## src/rtl/uioreg_evfifo.sv

```systemverilog
// Register-mapped event mailbox: host writes stream to the core through a TX FIFO,
// core events queue in an RX FIFO drained by host reads, with level/overflow interrupt.
module uioreg_evfifo_fifo #(
   parameter int DW = 32,
   parameter int AW = 4
) (
   input  logic          clk,
   input  logic          reset_n,
   input  logic          push,
   input  logic          pop,
   input  logic          flush,
   input  logic [DW-1:0] wdata,
   output logic [DW-1:0] head,
   output logic [AW:0]   level,
   output logic          full,
   output logic          empty,
   output logic          ovf
);
   localparam int DEPTH = 1 << AW;
   localparam logic [AW:0] ONE = (AW+1)'(1);

   logic [DW-1:0] mem [0:DEPTH-1];
   logic [AW:0]   wp, rp;
   logic          do_push, do_pop;

   assign level   = wp - rp;
   assign full    = (level == DEPTH[AW:0]);
   assign empty   = (wp == rp);
   // a pop frees the slot on the same edge, so push-when-full with a pop still lands
   assign do_pop  = pop & ~empty & ~flush;
   assign do_push = push & (~full | do_pop) & ~flush;
   assign ovf     = push & full & ~do_pop & ~flush;
   assign head    = mem[rp[AW-1:0]];

   always_ff @(posedge clk or negedge reset_n) begin
      if (!reset_n) begin
         wp <= '0;
         rp <= '0;
      end else if (flush) begin
         wp <= '0;
         rp <= '0;
      end else begin
         if (do_push) wp <= wp + ONE;
         if (do_pop)  rp <= rp + ONE;
      end
   end

   always_ff @(posedge clk) begin
      if (do_push) mem[wp[AW-1:0]] <= wdata;
   end
endmodule

module uioreg_evfifo #(
   parameter int ADDRESS_WIDTH = 14,
   parameter int DATA_WIDTH    = 32,
   parameter int TX_DEPTH_LOG2 = 4,
   parameter int RX_DEPTH_LOG2 = 4
) (
   input  logic                     clk,
   input  logic                     reset_n,
   input  logic [ADDRESS_WIDTH-1:0] con_adrout,
   input  logic [DATA_WIDTH-1:0]    con_dataout,
   input  logic                     con_write_out,
   input  logic                     con_read_out,
   input  logic                     con_chip_sel,
   output logic [DATA_WIDTH-1:0]    con_datain,
   output logic                     con_int_in_n,
   output logic [DATA_WIDTH-1:0]    tx_data,
   output logic                     tx_valid,
   input  logic                     tx_ready,
   input  logic [DATA_WIDTH-1:0]    rx_data,
   input  logic                     rx_push
);
   logic [2:0]             wr_addr;
   logic                   rx_irq_en, ovf_irq_en, rx_ovf, tx_ovf;
   logic [7:0]             rx_thresh, thr_eff;
   logic                   wr_tx, wr_ctrl, wr_flags, rx_pop, tx_flush, rx_flush;
   logic                   tx_full, tx_empty, tx_ovf_evt, rx_full, rx_empty, rx_ovf_evt;
   logic [TX_DEPTH_LOG2:0] tx_level;
   logic [RX_DEPTH_LOG2:0] rx_level;
   logic [DATA_WIDTH-1:0]  rx_head;
   logic [7:0]             tx_lvl8, rx_lvl8;
   logic                   irq_cond;
   logic                   unused_adr;

   assign unused_adr = ^con_adrout[ADDRESS_WIDTH-1:3];

   // the bridge drops the address before the write strobe, so writes decode the latched one
   assign wr_tx    = con_write_out & (wr_addr == 3'd0);
   assign wr_ctrl  = con_write_out & (wr_addr == 3'd3);
   assign wr_flags = con_write_out & (wr_addr == 3'd4);
   assign tx_flush = wr_ctrl & con_dataout[30];
   assign rx_flush = wr_ctrl & con_dataout[31];
   assign rx_pop   = con_chip_sel & con_read_out & (con_adrout[2:0] == 3'd1);

   uioreg_evfifo_fifo #(.DW(DATA_WIDTH), .AW(TX_DEPTH_LOG2)) u_tx (
      .clk(clk), .reset_n(reset_n), .push(wr_tx), .pop(tx_ready), .flush(tx_flush),
      .wdata(con_dataout), .head(tx_data), .level(tx_level), .full(tx_full),
      .empty(tx_empty), .ovf(tx_ovf_evt));

   uioreg_evfifo_fifo #(.DW(DATA_WIDTH), .AW(RX_DEPTH_LOG2)) u_rx (
      .clk(clk), .reset_n(reset_n), .push(rx_push), .pop(rx_pop), .flush(rx_flush),
      .wdata(rx_data), .head(rx_head), .level(rx_level), .full(rx_full),
      .empty(rx_empty), .ovf(rx_ovf_evt));

   assign tx_valid = ~tx_empty;
   assign tx_lvl8  = 8'(tx_level);
   assign rx_lvl8  = 8'(rx_level);
   assign thr_eff  = (rx_thresh == 8'd0) ? 8'd1 : rx_thresh;
   assign irq_cond = (rx_irq_en & (rx_lvl8 >= thr_eff)) | (ovf_irq_en & (rx_ovf | tx_ovf));

   always_ff @(posedge clk or negedge reset_n) begin
      if (!reset_n) begin
         wr_addr      <= '0;
         rx_irq_en    <= 1'b0;
         ovf_irq_en   <= 1'b0;
         rx_thresh    <= '0;
         rx_ovf       <= 1'b0;
         tx_ovf       <= 1'b0;
         con_int_in_n <= 1'b1;
      end else begin
         if (con_chip_sel && !con_read_out) wr_addr <= con_adrout[2:0];
         if (wr_ctrl) begin
            rx_irq_en  <= con_dataout[0];
            ovf_irq_en <= con_dataout[1];
            rx_thresh  <= con_dataout[15:8];
         end
         // a new overflow beats a same-cycle clear
         rx_ovf       <= rx_ovf_evt | (rx_ovf & ~(wr_flags & con_dataout[0]));
         tx_ovf       <= tx_ovf_evt | (tx_ovf & ~(wr_flags & con_dataout[1]));
         con_int_in_n <= ~irq_cond;
      end
   end

   always_comb begin
      con_datain = '0;
      case (con_adrout[2:0])
         3'd1: con_datain = rx_empty ? '0 : rx_head;
         3'd2: con_datain = DATA_WIDTH'({10'b0, tx_ovf, rx_ovf, rx_empty, rx_full,
                                         tx_empty, tx_full, rx_lvl8, tx_lvl8});
         3'd3: con_datain = DATA_WIDTH'({16'b0, rx_thresh, 6'b0, ovf_irq_en, rx_irq_en});
         3'd4: con_datain = DATA_WIDTH'({tx_ovf, rx_ovf});
         default: con_datain = '0;
      endcase
   end
endmodule

```

## config.mk

```make
export PLATFORM = sky130hd
export DESIGN_NAME = uioreg_evfifo
export DESIGN_NICKNAME = d
export VERILOG_FILES = /design/src/rtl/uioreg_evfifo.sv
export SDC_FILE = /design/constraint.sdc
export NUM_CORES = 1
export LEC_CHECK = 0
export BUFFER_PORTS_ARGS = -buffer_cell sky130_fd_sc_hd__buf_2
export CAP_MARGIN = 40
export CORE_ASPECT_RATIO = 2
export CORE_UTILIZATION = 30
export DETAILED_ROUTE_END_ITERATION = 12
export GPL_ROUTABILITY_DRIVEN = 0
export PLACE_DENSITY = 0.55
export SLEW_MARGIN = 20
export SYNTH_ARGS = -nofsm -noshare
export SYNTH_HDL_FRONTEND = slang
export SYNTH_SLANG_ARGS = --single-unit
```

## constraint.sdc

```tcl
create_clock -name clk -period 7.57 [get_ports clk]
set_input_delay 1.1355 -clock clk [delete_from_list [all_inputs] [get_ports clk]]
set_output_delay 1.1355 -clock clk [all_outputs]
set_load 0.01 [all_outputs]
```

# Yosys cells after proc, flatten, opt, wreduce, memory -nomap -nowiden

Memories as Yosys holds them, arrays and structs flattened.
Cells that the tools add are included.

$lt $le $gt $ge: 1
Bitwise logic cells: 44
Muxes and demuxes: 15
Eq/ne operators: 10
$add $sub $neg: 6
Reductions and logical operators: 8

Operators by type and width:

| cell                  | number |
|---|---|
| $pmux W32 S4          | 1 |
| $mux W5               | 8 |
| $mux W32              | 1 |
| $and A1 B1 Y1         | 27 |
| $add A5 B1 Y5 const B | 4 |
| $not A1 Y1            | 11 |
| $eq A5 B5 Y1          | 2 |
| $eq A5 B5 Y1 const B  | 2 |
| $sub A5 B5 Y5         | 2 |
| $eq A3 B2 Y1 const B  | 3 |
| $ge A5 B8 Y1          | 1 |
| $logic_not A8 Y1      | 1 |
| $mux W8               | 1 |
| $reduce_bool A2 Y1    | 4 |
| $eq A3 B3 Y1 const B  | 2 |
| $or A1 B1 Y1          | 6 |
| $mux W1               | 4 |
| $eq A3 B1 Y1 const B  | 1 |
| $logic_not A3 Y1      | 1 |
| $logic_and A1 B1 Y1   | 1 |
| $logic_not A1 Y1      | 1 |

Memories: 2
Output and inout bits: 66
Input port bits: 85
Logic and storage cells: 97
Bits in writable memories: 1024
Bits in registers: 36

Memory list:

| name     | depth | bits a word | rd ports | clocked after Yosys merged registers in | write ports | RTL line | text |
|---|---|---|---|---|---|---|---|
| u_rx.mem | 16    | 32          | 1        | 0                                       | 1           | 22       | `logic [DW-1:0] mem [0:DEPTH-1];` |
| u_tx.mem | 16    | 32          | 1        | 0                                       | 1           | 22       |  |

# Depth between registers and ports, before layout

Gate-level depths: netlist (run 1).

Depth after elaboration: 10
Depth in mapped cells: 11

# Modules after synthesis

Synthesis (run 1) repeated with hierarchy kept, for this count alone.

Cell total of the unflattened synthesis: 1777
Area, all modules: 41487.3 um^2

Modules (own cells, without submodules):

| module             | area each (um^2) | seq. area each (um^2) | cells an instance | instances |
|---|---|---|---|---|
| uioreg_evfifo_fifo | 20124.3          | 15625.0               | 827               | 2 |
| uioreg_evfifo      | 1238.7           | 401.6                 | 123               | 1 |

# Worst setup path after synthesis (run 1)

No wires, ideal clock.

Path type: register to register
Start: register u_rx.rp[1]
End: memory u_rx.mem[15][0], enable pin
Library setup time: 0.468 ns
Arrival: 4.928 ns
Buffers on the path: 2
Stages on the path, launching flop included: 10
Slack: 2.174 ns
Cell sequence: dfrtp_1 clkbuf_1 clkbuf_1 inv_1 fa_1 xor2_1 and4b_1 o211a_1 a21oi_1 nor3b_1

Longest elaborated chain between the ends: 9

RTL lines:

| what                                                  | RTL line | text |
|---|---|---|
| from (decl)                                           | 23       | `logic [AW:0] wp, rp;` |
| from (signal assigned)                                | 44       | `if (do_pop) rp <= rp + ONE;` |
| branches (longest 4 deep; another with $sub A5 B5 Y5) | -        |  |
| $or A1 B1 Y1 *                                        | 31       | `assign do_push = push & (~full \| do_pop) & ~flush;` |
| $and A1 B1 Y1 * (2 in series)                         | 31       |  |
| $mux W1 *                                             | 49       | `if (do_push) mem[wp[AW-1:0]] <= wdata;` |
| $mux W1 (implied by the code) *                       | 49       |  |
| to (decl)                                             | 22       |  |

Every way passes the cells marked *.

# Worst setup path after layout (run 1)

Start: register u_rx.rp[0]
End: output con_datain[1]

Longest elaborated chain between the ends: 3

RTL lines:

| what                                            | RTL line | text |
|---|---|---|
| $mem_v2 Z16 W32 or $eq A5 B5 Y1 (tied branches) | -        |  |
| $mux W32 *                                      | 138      | `3'd1: con_datain = rx_empty ? '0 : rx_head;` |
| $pmux W32 S4 *                                  | 137      | `case (con_adrout[2:0])` |
| to (decl)                                       | 66       | `output logic [DATA_WIDTH-1:0] con_datain,` |

Mark *: on every way between the ends. The rest lies on a longest branch, timed or not.

==> impl_metrics.csv, run 1 <==
group,metric,value,unit
critical_path,r2r_cells,9,
synthesis,muxShareOfSynthArea,17.7,%
power,power.switching,4.58,mW
synthesis,synth_warnings,0,
placed_design,dp_hpwl,56.9,mm
route,drt-total-wl,96.8,mm
timing,fmax,194,MHz
synthesis,syn-num-nets,1889,
power,p_int,11.5,mW
critical_path,critPathMaxStageDelay,0.70,ns
timing,post-route-min-period,5.15,ns
synthesis,synth-simple-area-share,2.19,%
die,rows,192,
worst_hold_path,hold_class,"primary input to async pin",
clock_network,cts-root-buf,"clkbuf_16",
power,p_leak,15.0,nW
synthesis,syn_inst,1780,
clock_network,clk_latency,0.71,ns
route,first_pass_iters,5,
power,seq_power_share,43.9,%
synthesis,synth-edff-count,1024,
clock_network,path_clk_slew,0.07,ns
synthesis,synth_compound_area_share,1.21,%
synthesis,syn-cell-area,41300,um^2
timing,max_slew_margin,45.1,%
route,drt_iter0_drc,1593,
critical_path,cp-start-kind,"register",
timing,worst_pin_slew,0.820,ns
critical_path,r2r_end,"u_rx.mem[9][15]",
power,power_switching_share,28.5,%
synthesis,synth_seq_cells,1060,
route,vias_per_cell,4.95,
timing,finalSetupTns,0,ns
synthesis,synthAdderAreaFrac,0.764,%
critical_path,worstPathMaxFanout,34,
die,initial_core_util,30.2,%
synthesis,syn_avg_cell_area,23.2,um^2
critical_path,arrival,4.01,ns
critical_path,cp-end-kind,"output port",
clock_network,cts_hold_buf,0,
synthesis,yosysTopAreaCell,"edfxtp_1",
clock_network,ctsResizeCount,0,
synthesis,yosysTopAreaCellShare,74.5,%
power,clkPwrFrac,28.9,%
global_route,grtUsageTotal,14.0,%
timing,hold_viol,0,
cells_and_area,drive_above_1_share,33.7,%
global_route,antenna_found_initial,20,
critical_path,slowest_stage,"dfrtp_4",
route,wire_per_inst,25.4,um
synthesis,async_flop_share,3.40,%
power,comb_power_share,27.2,%
route,drc,0,
timing,worst_clock_skew,0.0613,ns
critical_path,path_buf_inv,3,
clock_network,cts_htree_levels,3,
power,p_total,16.1,mW
synthesis,synth_top_family_by_area,"multiplexers",
critical_path,r2r-start,"u_rx.rp[0]",
route,ant_nets,0,
synthesis,yosysUniqueCellTypes,55,
cells_and_area,area_growth,15.3,%
critical_path,required,6.43,ns
global_route,grt_pass1_wl,140,mm
synthesis,ys_seq_area_share,76.7,%
route,dr_total_vias,18900,
timing,period_share,68.0,%
die,die_x,264,um
placed_design,numPortBuffers,139,
clock_network,clk_path_buf_depth,3,
die,ioPinCount,151,
clock_network,cts_setup_buffers,0,
global_route,grt_overflow,0,
global_route,grt_max_degree,60,
die,coreArea,137000,um^2
timing,drv_slew,0,
flow_run,maxCapViolCount,0,
cells_and_area,final_nets,2099,
clock_network,cts_tree,"yes",
outcome,status,"complete, no violations",
critical_path,crit_type,"register to output port",
synthesis,ys.flop_type,"edfxtp_1",
synthesis,synth_xor_area_share,0.276,%
die,die_y,527,um
die,die_area,139000,um^2
critical_path,critical-path-top-delay-family,"multiplexers",
power,p_per_area,338,nW/um^2
global_route,grt_pass1_vias,20400,
clock_network,cts_buffers,94,
synthesis,yosys-top-cells-area,"edfxtp_1 74%, mux4_2 17%, dfrtp_1 2.1%, ha_1 0.67%, nand2_1 0.55%",
clock_network,cts_sinks,1060,
timing,rsz0062_at_grt,"false",
critical_path,cp_cell_sequence,"buf_16 > buf_4 > mux4_2 > mux4_2 > a221o_1 > buf_2",
timing,setup_viol,0,
critical_path,cpMostUsedCell,"mux4_2",
power,ir_worst_vdd,0.187,mV
critical_path,r2r_setup_slack,2.89,ns
-- cell families after synthesis --
group / after synthesis
compound gates: 70
xor+xnor: 13
fa+ha+maj: 24
buf+inv: 105
flops: 1060
mux: 328
simple gates: 180
-- metal layers --
metal	wire length, um	up-vias	part of all wire [%]	global-route usage (%)
li1	-	7992	-	-
met1	37000	10200	38	16.2
met2	51800	476	54	25.3
met3	5780	145	6.0	3.30
met4	2110	22	2.2	4.16
met5	135	-	0.14	0
-- sequential cells by signal, summed over array words and instances (netlist names) --
| name | flops |
|---|---|
| u_rx.wp | 5 |
| rx_irq_en | 1 |
| u_rx.mem | 512 |
| wr_addr | 3 |
| u_rx.rp | 5 |
| tx_ovf | 1 |
| u_tx.rp | 5 |
| u_tx.wp | 5 |
| u_tx.mem | 512 |
| con_int_in_n | 1 |
| rx_ovf | 1 |
| rx_thresh | 8 |
| ovf_irq_en | 1 |
-- worst max path at each step --
| stage | start | to | slack [ns] | depth (start not counted) |
|---|---|---|---|---|
| global placement | u_rx.rp[0] | u_rx.mem[13][26] | 2.26 | 9 |
| CTS | u_rx.rp[0] | con_datain[8] | 2.21 | 6 |
| finish | u_rx.rp[0] | con_datain[1] | 2.42 | 6 |
| detailed placement | u_rx.rp[2] | u_rx.mem[10][26] | 2.76 | 9 |
| global route | u_rx.rp[0] | con_datain[8] | 2.15 | 6 |
| floorplan | u_rx.rp[1] | u_rx.mem[15][0] | 2.17 | 9 |
-- cell usage in the layout, fill, tap and decap left out, types with 13 or more instances in the layout --
cell type  count
a21oi_1       14
and2_1        18
and3_2        16
buf_16        13
buf_2        139
buf_4         44
clkbuf_1      17
clkbuf_16     94
clkinv_1      22
clkinv_2      17
dfrtp_1       29
edfxtp_1    1024
ha_1          22
inv_1         18
mux4_2       320
nand2_1       61
nor2_1        23
-- per-stage QoR --
stage / hold WS, ns / util, % / area, um^2 / worst slack [ns] / instances
final: 0.287 / 34.8 / 47600 / 2.42 / 3816
after global routing: 0.247 / 34.8 / 47600 / 2.15 / 3812
after floorplan: 0.433 / - / 41300 / 2.17 / 1780
after detailed placement: 0.482 / 32.6 / 44600 / 2.76 / 3638
after global placement: 0.484 / 32.3 / 44200 / 2.26 / 3624
after CTS: 0.229 / 34.8 / 47500 / 2.21 / 3809
-- area by class of cell --
| cell class | instances | area, um^2 |
|---|---|---|
| inverters | 20 | 75.1 |
| fillers | 12600 | 89100 |
| flip-flops and latches | 1060 | 31700 |
| well taps | 1746 | 2180 |
| diodes | 5 | 12.5 |
| multi-input cells | 615 | 9240 |
| clock buffers | 112 | 2430 |
| repair buffers | 199 | 1430 |
| clock inverters | 59 | 529 |
-- power groups by stage --
stage          clock network (mW)  registers, mW  logic [mW]
2_1_floorplan                   0           7.03        3.17
6_report                     4.64           7.06        4.38
3_3_place_gp                    0           7.26        4.19
5_1_grt                      4.96           7.10        4.71
3_5_place_dp                    0           7.19        4.49
4_1_cts                      4.77           7.07        4.50
-- synthesized netlist by cell type, types with 5 or more instances --
master	n
dfrtp_1	35
xor2_1	5
xnor2_1	8
mux2i_1	6
edfxtp_1	1024
buf_1	17
o21ai_0	6
clkbuf_1	40
nand4_1	6
inv_1	18
and3_1	16
nor2_1	32
ha_1	22
nor3_1	8
buf_6	11
nand2b_1	9
a21oi_1	15
mux4_2	320
nand2_1	61
and2_1	18
nand3b_1	5
o211ai_1	6
nand3_1	10
buf_2	14
a22o_1	5
Power figures use the tool's default switching activity.
==> run 2: changes to the inputs <==
- ABC_AREA: default -> 1
- clock period: 7.57 -> 4.95 ns (I/O delays scaled with it)
==> run 2 against run 1 <==
Compared with the run above: clock-buffer cell count rose by 4; hold slack improved by 0.032 ns; area after synthesis rose by 2.6%; critical path depth rose by 6; sequential cell count did not move.
==> impl_metrics.csv, run 2 <==
group,metric,value,unit
power,ir_worst_vdd,0.374,mV
global_route,grt_pass1_wl,169,mm
synthesis,yosysTopAreaCell,"edfxtp_1",
route,dr_total_vias,27000,
synthesis,post-synth-top-count-cell,"edfxtp_1",
synthesis,ys.flop_type,"edfxtp_1",
timing,worst_clock_skew,0.0533,ns
cells_and_area,fillers,13500,
clock_network,clk_latency,0.71,ns
synthesis,synth_warnings,0,
power,p_per_area,547,nW/um^2
clock_network,cts_tree,"yes",
cells_and_area,final_nets,3518,
cells_and_area,final_cell_mix,"1024 x edfxtp_1, 511 x nor2_1, 482 x o21ai_0",
die,initial_core_util,30.3,%
clock_network,clk_path_buf_depth,3,
placed_design,dp_hpwl,65.2,mm
clock_network,cts-root-buf,"clkbuf_16",
power,power_switching_share,36.4,%
synthesis,synth_top_family_by_area,"simple AND/OR/NAND/NOR gates",
power,power.switching,9.69,mW
cells_and_area,final_common_cell,"edfxtp_1",
clock_network,path_clk_slew,0.07,ns
synthesis,yosysUniqueCellTypes,39,
timing,max_slew_margin,38.1,%
timing,setup_viol,0,
clock_network,ctsResizeCount,0,
die,die_area,143000,um^2
clock_network,cts_hold_buf,1,
clock_network,cts_sinks,1060,
synthesis,synth_common_cells,"1024 x edfxtp_1, 530 x nor2_1, 482 x o21ai_0",
placed_design,pre_cts_ws,1.11,ns
die,die_y,533,um
synthesis,syn_inst,3296,
timing,drv_slew,0,
timing,setup_ws,0.538,ns
route,ant_nets,0,
timing,fmax,227,MHz
synthesis,async_flop_share,3.40,%
route,first_pass_iters,5,
synthesis,synth-edff-count,1024,
timing,hold_viol,0,
synthesis,muxShareOfSynthArea,0,%
synthesis,yosysTopAreaCellShare,72.6,%
timing,finalSetupTns,0,ns
worst_hold_path,hold_class,"primary input to register",
timing,post-route-min-period,4.41,ns
critical_path,cp-start-kind,"register",
synthesis,synth_seq_cells,1060,
route,wire_per_inst,21.8,um
global_route,grt_overflow,0,
critical_path,arrival,3.67,ns
route,drt_iter0_drc,1970,
synthesis,synth_xor_area_share,0.186,%
synthesis,ys_seq_area_share,74.7,%
die,rows,194,
critical_path,worstPathMaxFanout,26,
power,clkPwrFrac,27.1,%
critical_path,required,4.21,ns
die,die_x,268,um
clock_network,cts_setup_buffers,0,
power,seq_power_share,40.7,%
timing,worst_pin_slew,0.929,ns
placed_design,numPortBuffers,139,
global_route,grtUsageTotal,16.0,%
synthesis,synthAdderAreaFrac,0.744,%
timing,period_share,89.1,%
power,comb_power_share,32.2,%
route,top_layer,"met5",
clock_network,cts_htree_levels,3,
critical_path,cp-end-kind,"output port",
critical_path,crit_type,"register to output port",
route,vias_per_cell,5.04,
global_route,grt_pass1_vias,26500,
power,p_leak,16.1,nW
synthesis,synth_compound_area_share,10.2,%
synthesis,syn_avg_cell_area,12.9,um^2
global_route,grt_max_degree,143,
power,p_int,16.9,mW
die,coreArea,140000,um^2
timing,rsz0062_at_grt,"false",
synthesis,syn-cell-area,42400,um^2
cells_and_area,area_growth,14.9,%
clock_network,cts_buffers,94,
global_route,antenna_found_initial,19,
synthesis,yosys-top-cells-area,"edfxtp_1 73%, o21ai_0 5.7%, nor2_1 4.7%, nand2_1 3.2%, nand3_1 2.7%",
flow_run,maxCapViolCount,0,
timing,hold_slack,0.320,ns
route,drt-total-wl,116,mm
route,wl_met3,7.27,mm
synthesis,syn-num-nets,3405,
die,ioPinCount,151,
route,m1WireLength,45.3,mm
route,wl_met2,59.9,mm
synthesis,synth-simple-area-share,11.2,%
cells_and_area,drive_above_1_share,11.9,%
route,drc,0,
outcome,status,"complete, no violations",
## run 2: changes by cell type after synthesis, moves of 130 or more
cell,delta
o22ai_1,+130
nand3_1,+215
o21ai_0,+476
nand2_1,+303
nor2_1,+498
mux4_2,-320
## run 2: metrics by stage
stage	utilization (%)	total power [mW]	cell area [um^2]	std cells
floorplan	-	16.4	42400	3296
global placement	32.4	19.4	45300	5159
detailed placement	32.6	19.7	45600	5171
CTS	34.8	26.9	48600	5341
global route	34.8	28.1	48700	5344
finish	34.8	26.6	48700	5348
## run 2: path summary, 6_finish.rpt
check	slack, ns	endpoint	cells after the start	startpoint
min in group asynchronous	0.53	u_tx.wp[3]	2	reset_n
max	0.54	con_datain[2]	12	u_rx.rp[0]
min reg2reg	0.52	rx_thresh[6]	2	rx_thresh[6]
max in group asynchronous	3.87	con_int_in_n	3	reset_n
max reg2reg	1.19	u_rx.mem[13][17]	12	u_rx.rp[0]
min	0.32	u_tx.rp[2]	3	tx_ready
## run 2: worst max-delay path, stage by stage, from the launching register on
cell	delay, ns
dfrtp_4	0.64
ha_1	0.40
inv_1	0.10
nor3_1	0.06
nand2_1	0.17
nand3_1	0.21
inv_1	0.33
buf_4	0.38
o21ai_1	0.14
nor2_1	0.11
nand2_1	0.13
nand2_1	0.10
buf_2	0.18
## run 2: area by class of cell
type	count	area [um^2]	area share, %
inverters	74	293	0.601
clock buffers	116	2430	5.00
repair buffers	230	1670	3.44
clock inverters	53	552	1.13
multi-input cells	1949	9710	20.0
diodes	4	10.0	0.0206
well taps	1862	2330	4.79
flip-flops and latches	1060	31700	65.1
## run 2: cells by family after synthesis
| kind of cell | count (synthesis) |
|---|---|
| xor+xnor | 9 |
| compound gates | 754 |
| buf+inv | 287 |
| fa+ha+maj | 24 |
| flops | 1060 |
| simple gates | 1162 |
## run 2: power groups by stage
stage	Sequential [mW]	Clock (mW)	Combinational, mW
final	10.8	7.21	8.58
after global routing	10.9	7.67	9.56
after CTS	10.8	7.37	8.67
after detailed placement	11.0	0	8.65
after global placement	11.0	0	8.42
after floorplan	10.9	0	5.57
## run 2: routing by layer
metal,vias up,GRT usage (%)
met3,255,2.93
met4,22,5.83
li1,12400,-
met2,831,28.7
met1,13500,18.7
met5,-,0
